### src/rtl/packet_tx_port_pkg.sv
// Shared link configuration: packet format, credit width, tx states.
// Imported by the packet_tx_port slice.
package packet_tx_port_pkg;

  localparam int INPUT_QUEUE_DEPTH = 8;
  localparam int CREDIT_W = 4;

  typedef struct packed {
    logic [3:0]  dest;
    logic [3:0]  src;
    logic [23:0] payload;
  } packet_t;

  typedef enum logic [1:0] {
    IDLE,
    ACTIVE,
    BLOCKED
  } tx_state_t;

  // a - b, clamped at zero
  function automatic logic [4:0] clamp_sub(
    input logic [4:0] a,
    input logic [4:0] b
  );
    return (a > b) ? (a - b) : 5'd0;
  endfunction

endpackage

### src/rtl/packet_tx_port_credit.sv
// Credit tracker: launch history, effective credit, credit error.
// Ports: clk, reset_n, ce, launch, i_credit -> can_send, credit_err.
module tx_credit_tracker
  import packet_tx_port_pkg::*;
#(
  parameter int MAX_CREDIT = INPUT_QUEUE_DEPTH,
  parameter int CREDIT_LAT = 1
) (
  input  logic                clk,
  input  logic                reset_n,
  input  logic                ce,
  input  logic                launch,
  input  logic [CREDIT_W-1:0] i_credit,
  output logic                can_send,
  output logic                credit_err
);

  logic [CREDIT_LAT-1:0] hist;
  logic [CREDIT_LAT-1:0] hist_nx;
  logic [4:0]            inflight;
  logic [4:0]            credit_ok;
  logic [4:0]            eff;
  logic                  bad;

  // launches not yet visible in i_credit
  always_comb begin
    inflight = '0;
    for (int i = 0; i < CREDIT_LAT; i++)
      inflight = inflight + 5'(hist[i]);
  end

  always_comb begin
    hist_nx = '0;
    hist_nx[0] = launch;
    for (int i = 1; i < CREDIT_LAT; i++)
      hist_nx[i] = hist[i-1];
  end

  assign bad       = {1'b0, i_credit} > 5'(MAX_CREDIT);
  assign credit_ok = bad ? 5'd0 : {1'b0, i_credit};
  assign eff       = clamp_sub(credit_ok, inflight);
  assign can_send  = (eff != 5'd0);

  always_ff @(posedge clk) begin
    if (!reset_n) begin
      hist       <= '0;
      credit_err <= 1'b0;
    end else if (ce) begin
      hist <= hist_nx;
      if (bad)
        credit_err <= 1'b1;
    end
  end

endmodule

### src/rtl/packet_tx_port.sv
// Credit-based link transmitter: local queue, launch control, FSM.
// Ports: clk, reset_n, ce, i_data/i_data_val/o_en (local side),
//   o_data/o_data_val/i_credit (link), o_stall_cnt, o_credit_err.
module packet_tx_port
  import packet_tx_port_pkg::*;
#(
  parameter int TX_DEPTH   = 2,
  parameter int MAX_CREDIT = INPUT_QUEUE_DEPTH,
  parameter int CREDIT_LAT = 1
) (
  input  logic                clk,
  input  logic                reset_n,
  input  logic                ce,
  input  packet_t             i_data,
  input  logic                i_data_val,
  output logic                o_en,
  output packet_t             o_data,
  output logic                o_data_val,
  input  logic [CREDIT_W-1:0] i_credit,
  output logic [15:0]         o_stall_cnt,
  output logic                o_credit_err
);

  localparam int PTR_W =
    (TX_DEPTH > 1) ? $clog2(TX_DEPTH) : 1;
  localparam int CNT_W = $clog2(TX_DEPTH + 1);
  localparam logic [PTR_W-1:0] LAST =
    PTR_W'(TX_DEPTH - 1);

  packet_t          mem [TX_DEPTH];
  logic [PTR_W-1:0] wr_ptr;
  logic [PTR_W-1:0] rd_ptr;
  logic [CNT_W-1:0] count;
  logic [CNT_W-1:0] count_nx;
  tx_state_t        state;
  logic             can_send;
  logic             accept;
  logic             launch;
  logic             has_pkt;

  function automatic logic [PTR_W-1:0] bump(
    input logic [PTR_W-1:0] p
  );
    return (p == LAST) ? '0 : p + 1'b1;
  endfunction

  assign o_en    = (count < CNT_W'(TX_DEPTH));
  assign has_pkt = (count != '0);
  assign accept  = ce & i_data_val & o_en;
  assign launch  = ce & has_pkt & can_send;

  always_comb begin
    count_nx = count;
    unique case ({accept, launch})
      2'b10:   count_nx = count + 1'b1;
      2'b01:   count_nx = count - 1'b1;
      default: count_nx = count;
    endcase
  end

  tx_credit_tracker #(
    .MAX_CREDIT (MAX_CREDIT),
    .CREDIT_LAT (CREDIT_LAT)
  ) u_credit (
    .clk        (clk),
    .reset_n    (reset_n),
    .ce         (ce),
    .launch     (launch),
    .i_credit   (i_credit),
    .can_send   (can_send),
    .credit_err (o_credit_err)
  );

  // payload storage needs no reset
  always_ff @(posedge clk) begin
    if (accept)
      mem[wr_ptr] <= i_data;
  end

  always_ff @(posedge clk) begin
    if (!reset_n) begin
      wr_ptr      <= '0;
      rd_ptr      <= '0;
      count       <= '0;
      o_data      <= '0;
      o_data_val  <= 1'b0;
      o_stall_cnt <= '0;
      state       <= IDLE;
    end else if (ce) begin
      count <= count_nx;
      if (accept)
        wr_ptr <= bump(wr_ptr);
      if (launch) begin
        o_data     <= mem[rd_ptr];
        o_data_val <= 1'b1;
        rd_ptr     <= bump(rd_ptr);
      end else begin
        o_data_val <= 1'b0;
      end
      if (state == BLOCKED &&
          o_stall_cnt != 16'hFFFF)
        o_stall_cnt <= o_stall_cnt + 16'd1;
      // post-edge occupancy, current credit
      unique case (1'b1)
        (count_nx == '0):
          state <= IDLE;
        (count_nx != '0) && can_send:
          state <= ACTIVE;
        (count_nx != '0) && !can_send:
          state <= BLOCKED;
      endcase
    end
  end

endmodule

### config.mk
export PLATFORM = sky130hd
export DESIGN_NAME = packet_tx_port
export DESIGN_NICKNAME = d
export VERILOG_FILES = /design/src/rtl/packet_tx_port_pkg.sv /design/src/rtl/packet_tx_port_credit.sv /design/src/rtl/packet_tx_port.sv
export SDC_FILE = /design/constraint.sdc
export NUM_CORES = 1
export LEC_CHECK = 0
export BUFFER_PORTS_ARGS = -buffer_cell sky130_fd_sc_hd__buf_2
export CORE_MARGIN = 2
export CORE_UTILIZATION = 45
export DETAILED_ROUTE_END_ITERATION = 8
export PLACE_DENSITY = 0.67
export REMOVE_ABC_BUFFERS = 1
export SLEW_MARGIN = 5
export SYNTH_ARGS = -nofsm -noshare
export SYNTH_HDL_FRONTEND = slang
export SYNTH_SLANG_ARGS = --single-unit
### constraint.sdc
create_clock -name clk -period 3 [get_ports clk]
set_input_delay 0.6 -clock clk [delete_from_list [all_inputs] [get_ports clk]]
set_output_delay 0.6 -clock clk [all_outputs]
set_load 0.02 [all_outputs]
==> metrics, run 1 <==
status finished clean; Synth area leader edfxtp_1; number of global-route vias before repair 3191; Fin. Hold Viols 0; pre-CTS WS 0.227 ns; busiest grt layer met2; PostCTS Resize Cnt 0; initial drt markers 127; full die area 11400 sq um; syn avg cell area 13.2 sq um; total power per unit cell area 667 nW/um^2; clock power share 47.5%; cells along the critical path buf_2 > nand2b_1 > ha_1 > ha_1 > xnor2_1 > o21ai_2 > a21boi_4 > ha_1 > or2b_1 > nor2_1 > xnor2_1 > and2_1; final worst slack 0.735 ns; slew margin rel. 55.3%; H-tree depth 4; max incr delay on CP 0.32 ns; fin. max-slew vios 0; Crit Path Max Fanout 6; TritonCTS clock tree done; max_cap viols 0; synthesized area 4770 sq um; Overflow after GRT 0; Crit Path Category in -> reg; Min Clock Period, post-route 2.27 ns; root buffer cell clkbuf_8; CP startpoint kind input port; GR Layer Usage met3 5.96%; upper clock frequency limit 441 MHz; Critical Path AT 2.66 ns; GP Congestion 0.786; Post-DRT Antenna Nets 0; top post-synthesis cells by area edfxtp_1 40%, dfxtp_1 23%, mux2i_1 7.5%; initial antenna violation count 0; most used cell, CP ha_1; worst-skew pair later-pin latency 0.50 ns; Critical Path Sink Type flip-flop; Psw 0.000935 W; placed cells 573; TritonCTS Buffers 17; CTS Sinks 120; DR pass1 iterations 4; Post-CTS Setup Bufs 0; Final period util 75.5%; row count 37; setup tns final 0 ns; routed len/inst 15.7 um; Die Ht 107 um; top cell type's share of synthesized area 40.3%; skew final 0.00846 ns; Core Region 10300 sq um; IO Pins 91; GR Util All Layers 17.3%; Remaining DRCs 0; Post-CTS Hold Buffers 0; I/O Buffers 90; Flop pwr share 46.1%; Pint 0.00300 W; Comb pwr share 6.5%; Pleak 2.29 nW; Total Power 0.00394 W; number of fillers in the final layout 871; vias post-DR 3175; Worst Tran Pin Value 0.665 ns; Switching Fraction 23.7%; Final #Nets 500; Seq cells post-synth 120; first-pass GRT wire length 15200 um; layout cell share with drive strength beyond 1 36.0%; clk slew on worst S/H paths 0.06 ns; Seq/Total Area, Yosys 63.7%; vias per cell 5.25; worst hold path type in -> reg; final cell count without fillers 605; VDD IR max 406 uV; met2 Use GR 30.2%; Horiz. Die Dim 107 um; Synth cell types 41; synthesis-to-layout area growth 23.6%; n_diodes 0; met1 usage 19.9%; # setup viols final 0; DP HPWL 5730 um; Synth Instances 362; CTS max path bufs 2; CP max stage cell ha_1; Total Wirelength 9500 um; largest net degree at the start of global routing 35; Hold WS 0.283 ns; RSZ-0062 raised after global routing false; Initial Util 46.2%; Worst EP required 3.39 ns; YS warnings 0
## cell families (layout without fill, tap and decap cells)
logic type | after synthesis | count (layout) | share of synthesized area [%]
AOI/OAI and AO/OA | 53 | 53 | 10.6
and+or+nand+nor | 109 | 109 | 11.5
muxes | 36 | 36 | 7.55
buffers and inverters | 26 | 133 | 2.94
adders and majority gates | 4 | 4 | 1.05
xor gates and xnor gates | 14 | 14 | 2.57
DFF | 120 | 120 | 63.7
## worst paths after layout
check / from / end / slack [ns] / cells past startpoint
setup reg to reg: o_data_val / count[1] / 0.77 / 10
hold / removal: i_data[19] / mem[1][19] / 0.28 / 1
setup / recovery: i_credit[3] / count[1] / 0.73 / 12
hold reg to reg: state[0] / state[0] / 0.46 / 2
## registers in the layout, indices dropped and copies added (netlist names)
register and count:
count 2, mem 64, o_data 32, o_data_val 1, o_stall_cnt 16, rd_ptr 1
state 2, u_credit.credit_err 1, wr_ptr 1
## cell usage in the layout (no fill, tap or decap), types with 8 or more instances in the layout
cell type  netlist  layout
o221a_2         32      32
o21ai_0          8       8
clkbuf_16        0      16
and2_1          13      13
dfxtp_1         56      55
buf_2            1      90
nand3_1         10      10
buf_4            3       8
xor2_1           9       9
mux2i_1         36      36
edfxtp_1        64      64
nand2_1         48      48
## worst max-delay path, delay by kind of cell
family	cells	cell delay, ns
xor gates and xnor gates	2	0.21
adders and majority gates	3	0.71
buffers and inverters	1	0.12
and+or+nand+nor	4	0.70
AOI/OAI and AO/OA	2	0.32
## power by group through the flow
stage | Combinational, W | Clock, W | Sequential [W]
finish | 0.000256 | 0.00187 | 0.00181
global route | 0.000279 | 0.00198 | 0.00182
CTS | 0.000259 | 0.00191 | 0.00181
detailed placement | 0.000258 | 0 | 0.00185
global placement | 0.000251 | 0 | 0.00185
floorplan | 0.000116 | 0 | 0.00187
## cells in the mapped netlist (all sizes together)
cell type   n
a211oi      1
a21boi      2
a21o        1
a21oi       1
a22oi       1
a31oi       2
and2       13
and2b       2
and3        1
buf        11
clkbuf     12
dfxtp      56
edfxtp     64
ha          4
inv         3
mux2i      36
nand2      48
nand2b      7
nand3      10
nand3b      1
nand4       2
nor2        9
nor2b       1
nor3        4
nor3b       1
nor4        5
o21a        3
o21ai       9
o221a      32
o311a       1
or2b        1
or3         2
or4         1
or4b        1
xnor2       5
xor2        9
## through the flow
stage                     util [%]  area (sq um)
after global placement        51.8          5340
after floorplan                  -          4640
after CTS                     57.1          5900
after detailed placement      51.8          5340
final                         57.1          5900
after global routing          57.1          5900
## routing by layer
metal	part of all wire, %	wire (um)
met5	0	0
met4	0.77	73
met3	5.9	565
met2	51	4840
met1	42	4020
## area by class of cell
| class | instances | area (sq um) | share of cell area, % |
|---|---|---|---|
| clock buffer | 17 | 414 | 7.02 |
| clock inverter | 15 | 141 | 2.40 |
| inverter | 3 | 11.3 | 0.191 |
| multi-input combinational | 216 | 1610 | 27.3 |
| sequential | 120 | 3040 | 51.6 |
| tap | 136 | 170 | 2.88 |
| timing repair buffer | 98 | 510 | 8.65 |
No activity file was read; power rests on OpenSTA's default activity.
==> run 2: changes to the inputs <==
==> constraint.sdc (replaced) <==
create_clock -name clk -period 2.3 [get_ports clk]
set_input_delay 0.46 -clock clk [delete_from_list [all_inputs] [get_ports clk]]
set_output_delay 0.46 -clock clk [all_outputs]
set_load 0.02 [all_outputs]
==> run 2 against run 1 <==
Non-clock buffer count grew 4. Clock-buffer cell count is the same. Sequential share of layout area shrank 0.99 points. Hold slack lost 0.14 ns. Combinational power grew 40%. Cell count grew 0.66%. Critical path type is now reg -> reg. Total power grew 32%. Critical path depth shrank 2. Via count grew 0.16%. Sequential power grew 31%. Critical endpoint unchanged.
==> metrics, run 2 (synthesis gave the netlist of run 1 again) <==
row count 37; Worst Tran Pin Value 0.561 ns; max incr delay on CP 0.33 ns; VDD IR max 491 uV; Pint 0.00394 W; Core Region 10300 sq um; Post-CTS Hold Buffers 0; CP startpoint kind flip-flop; layout cell share with drive strength beyond 1 37.2%; clock power share 47.4%; Final period util 93.7%; CP max stage cell dfxtp_1; routed len/inst 15.6 um; area of the multi-input gates 1630 sq um; max_cap viols 0; Final #Nets 504; Overflow after GRT 0; vias post-DR 3180; Initial Util 46.2%; CTS max path bufs 2; FF-to-FF setup slack 0.14 ns; final core utilization 58.3%; final cell count without fillers 609; Comb pwr share 6.9%; root buffer cell clkbuf_8; Post-DRT Antenna Nets 0; initial drt markers 140; synthesis-to-layout area growth 26.0%; Total Wirelength 9490 um; TritonCTS Buffers 17; slew margin rel. 62.3%; RSZ-0062 raised after global routing false; Psw 0.00124 W; GP Congestion 0.791; Hold Crit Start i_data[29]; CTS Sinks 120; DP HPWL 5740 um; Fin. Hold Viols 0; Remaining DRCs 0; Horiz. Die Dim 107 um; skew final 0.00778 ns; GR Util All Layers 17.6%; first-pass GRT wire length 15400 um; number of fillers in the final layout 867; Storage cell area 3040 sq um; r2r startpoint o_data_val; cells along the critical path ha_2 > ha_1 > nand2_1 > o21ai_4 > a21boi_4 > ha_1 > or2b_1 > nor2_2 > xnor2_1 > and2_1; upper clock frequency limit 464 MHz; Worst EP required 2.69 ns; CP top delay family adder cells; full die area 11400 sq um; most common cell after layout, fill and taps aside buf_2; Crit Path Category reg -> reg; max reg flops 64; Critical Path AT 2.55 ns; H-tree depth 4; I/O Buffers 90; CP Launch Point o_data_val; worst hold path type in -> reg; Min Clock Period, post-route 2.16 ns; Pleak 2.33 nW; DR pass1 iterations 4; total power per unit cell area 861 nW/um^2; clk slew on worst S/H paths 0.06 ns; number of global-route vias before repair 3171; PostCTS Resize Cnt 0; commonest cells after routing, fill and taps aside 90 x buf_2, 64 x edfxtp_1, 55 x dfxtp_1; status finished clean; largest net degree at the start of global routing 62; n_diodes 0; Die Ht 107 um; initial antenna violation count 0; final worst slack 0.145 ns; worst path buffer plus inverter count 0; fin. max-slew vios 0; Critical Path Sink Type flip-flop; most used cell, CP ha_1; Crit Path Max Fanout 3; Switching Fraction 24.0%; Flop pwr share 45.7%; vias per cell 5.22; IO Pins 91; placed cells 577; most flop-heavy register mem; TritonCTS clock tree done; worst-skew pair later-pin latency 0.50 ns; Post-CTS Setup Bufs 0; biggest regs mem x64, o_data x32, o_stall_cnt x16; pre-CTS WS -0.273 ns; # setup viols final 0
[run 2: cell type report]
cell class,count,area share (%)
Clock inverter,15,2.39
Inverter,3,0.187
Multi-Input combinational cell,216,27.1
Timing Repair Buffer,102,10.0
Tap cell,136,2.83
Sequential cell,120,50.6
Clock buffer,17,6.89
[run 2: power by group through the flow]
stage	clock network, W	logic, W	registers, W
after global routing	0.00262	0.000393	0.00237
after detailed placement	0	0.000359	0.00241
final	0.00245	0.000359	0.00237
after global placement	0	0.000350	0.00241
after CTS	0.00251	0.000361	0.00237
after floorplan	0	0.000151	0.00244
[run 2: routing by layer]
layer	GRT usage, %	up-vias	wire length [um]
li1	-	1551	-
met1	21.1	1545	4130
met2	30.0	74	4760
met3	5.29	10	472
met4	6.59	0	121
met5	0	-	0
[run 2: per-stage QoR]
stage	instance area, sq um	setup TNS, ns	hold slack [ns]	power [W]
4_1_cts	5990	0	0.122	0.00523
6_report	6010	0	0.144	0.00518
5_1_grt	6010	0	0.109	0.00539
3_3_place_gp	5440	-0.582	0.435	0.00276
3_5_place_dp	5440	-1.51	0.449	0.00277
2_1_floorplan	4640	-25.74	0.425	0.00259
[run 2: final timing paths]
| kind | end | cells past startpoint |
|---|---|---|
| hold reg to reg | u_credit.credit_err | 1 |
| setup reg to reg | count[1] | 10 |
| setup / recovery | count[1] | 10 |
| hold / removal | mem[1][29] | 1 |
==> run 3: changes to the inputs <==
--- a/config.mk
+++ b/config.mk
@@ -5,11 +5,12 @@
 export SDC_FILE = /design/constraint.sdc
 export NUM_CORES = 1
 export LEC_CHECK = 0
+export ABC_CLOCK_PERIOD_IN_PS = 1810
 export BUFFER_PORTS_ARGS = -buffer_cell sky130_fd_sc_hd__buf_2
 export CORE_MARGIN = 2
 export CORE_UTILIZATION = 45
 export DETAILED_ROUTE_END_ITERATION = 8
-export PLACE_DENSITY = 0.67
+export PLACE_DENSITY = 0.7
 export REMOVE_ABC_BUFFERS = 1
 export SLEW_MARGIN = 5
 export SYNTH_ARGS = -nofsm -noshare
==> constraint.sdc (replaced) <==
create_clock -name clk -period 1.81 [get_ports clk]
set_input_delay 0.362 -clock clk [delete_from_list [all_inputs] [get_ports clk]]
set_output_delay 0.362 -clock clk [all_outputs]
set_load 0.02 [all_outputs]
==> run 3 against run 2 <==
The flow now finishes with violations (setup timing). Hold slack lost 0.11 ns. Combinational power up 40%. Non-clock buffer count is 20 higher. Via count grew 5.8%. Core utilization is 3.5 points higher. Global-route usage grew 0.83 points. Clock-buffer cell count is the same. First-iteration DRC count increased by 31%. Critical endpoint unchanged. Largest cell class unchanged.
==> metrics, run 3 (synthesis gave the netlist of run 1 again) <==
number of fillers in the final layout 808; upper clock frequency limit 504 MHz; CTS max path bufs 2; max_cap viols 0; fin area 6370 sq um; clk slew on worst S/H paths 0.06 ns; CP max stage cell dfxtp_2; most common cell after layout, fill and taps aside buf_2; max reg flops 64; Crit Path Max Fanout 2; most flop-heavy register mem; layout cell share with drive strength beyond 1 43.6%; H-tree depth 4; TritonCTS Buffers 17; busiest grt layer met2; Hold Crit Start i_data[4]; Initial Util 46.2%; CP Launch Point o_data_val; root buffer cell clkbuf_8; worst path buffer plus inverter count 0; CP top delay family adder cells; final cell count without fillers 629; Critical Path Sink Type flip-flop; Worst EP required 2.21 ns; Horiz. Die Dim 107 um; DR pass1 iterations 4; I/O Buffers 90; number of global-route vias before repair 3207; r2r startpoint o_data_val; most used cell, CP ha_4; Final #Nets 524; commonest cells after routing, fill and taps aside 90 x buf_2, 64 x edfxtp_1, 49 x dfxtp_1; TritonCTS clock tree done; n_diodes 0; vias per cell 5.35; initial drt markers 183; final core utilization 61.8%; skew final 0.0111 ns; FF-to-FF setup slack -0.17 ns; VDD IR max 716 uV; GP Congestion 0.831; IO Pins 91; WHS Path Cells 1; RSZ-0062 raised after global routing true; Overflow after GRT 0; RR Endpoint count[1]; Core Region 10300 sq um; Pleak 2.48 nW; GR Util All Layers 18.5%; fin. max-slew vios 0; Post-CTS Hold Buffers 0; Final period util 110%; synthesis-to-layout area growth 33.6%; placed cells 594; Crit Path Category reg -> reg; biggest regs mem x64, o_data x32, o_stall_cnt x16; routed len/inst 16.5 um; Remaining DRCs 0; largest net degree at the start of global routing 40; Min Clock Period, post-route 1.98 ns; failing checks setup timing; met1 usage 21.7%; met2 Use GR 32.0%; max incr delay on CP 0.33 ns; final worst slack -0.174 ns; Critical Path AT 2.39 ns; Placed Area 5580 sq um; # setup viols final 21; full die area 11400 sq um; CTS Sinks 120; Hold WS 0.0312 ns; cells along the critical path ha_4 > ha_4 > xnor2_4 > o21ai_4 > a21boi_4 > ha_4 > or2b_1 > nor2_2 > xnor2_1 > and2_1; Endpoint, Worst Hold mem[0][4]; first-pass GRT wire length 16000 um; DP HPWL 6290 um; row count 37; vias post-DR 3365; worst hold path type in -> reg; worst-skew pair later-pin latency 0.51 ns; initial antenna violation count 0; Worst Tran Pin Value 0.434 ns; status complete, but fails checks; CP startpoint kind flip-flop; Die Ht 107 um; Fin. Hold Viols 0; Post-DRT Antenna Nets 0; Reg2Reg Depth 10; slew margin rel. 71.0%; GR Layer Usage met3 5.65%; Total Wirelength 10400 um; total power per unit cell area 1080 nW/um^2
[run 3: cell count changes in the layout (fill, tap and decap cells not counted), moves of 3 or more]
| cell | change |
|---|---|
| dfxtp_1 | -6 |
| buf_4 | +19 |
| nor4_4 | +3 |
| nor4_1 | -5 |
| ha_4 | +3 |
| dfxtp_2 | +6 |
[run 3: layout make-up]
class	instances	area [sq um]	share of cell area (%)
sequential	120	3050	47.9
multi-input combinational	216	1770	27.8
timing repair buffer	122	766	12.0
clock buffer	17	414	6.50
clock inverter	15	191	3.00
tap	136	170	2.67
inverter	3	11.3	0.177
[run 3: timing repair]
item / 4_1_cts / 5_1_grt
endpoints found under the hold margin: 0 / 0
buffers inserted: 1 / 2
pin swaps: 10 / 4
gates resized for setup: 17 / 16
endpoints found under the setup margin: 43 / 46
[run 3: worst max path at each step]
| stage | endpoint | slack, ns | depth (start not counted) |
|---|---|---|---|
| after floorplan | count[1] | -1.49 | 8 |
| after global placement | count[1] | -0.60 | 12 |
| after detailed placement | count[1] | -0.70 | 12 |
| after CTS | count[1] | -0.19 | 10 |
| after global routing | count[1] | -0.25 | 10 |
| final | count[1] | -0.17 | 10 |
[run 3: worst register-to-register path, stage by stage, from the launching register on]
cell	delay [ns]
dfxtp_2	0.33
ha_4	0.16
ha_4	0.17
xnor2_4	0.16
o21ai_4	0.08
a21boi_4	0.18
ha_4	0.22
or2b_1	0.26
nor2_2	0.11
xnor2_1	0.07
and2_1	0.14
[run 3: per-layer routing]
metal  vias up  part of all wire [%]
met3         6                   5.5
met5         -                     0
met2       103                    52
met1      1663                    42
met4         0                  0.67
li1       1593                     -
[run 3: report_power, final]
part,internal [W],switching [W]
combinational,0.000215,0.000288
clock,0.00213,0.00127
sequential,0.00296,0.0000381
[run 3: through the flow]
stage / total power [W] / TNS, ns / worst slack (ns)
finish: 0.00691 / -0.600 / -0.174
global route: 0.00714 / -3.34 / -0.248
CTS: 0.00697 / -0.485 / -0.187
detailed placement: 0.00354 / -16.88 / -0.698
global placement: 0.00352 / -14.73 / -0.604
floorplan: 0.00330 / -75.98 / -1.49
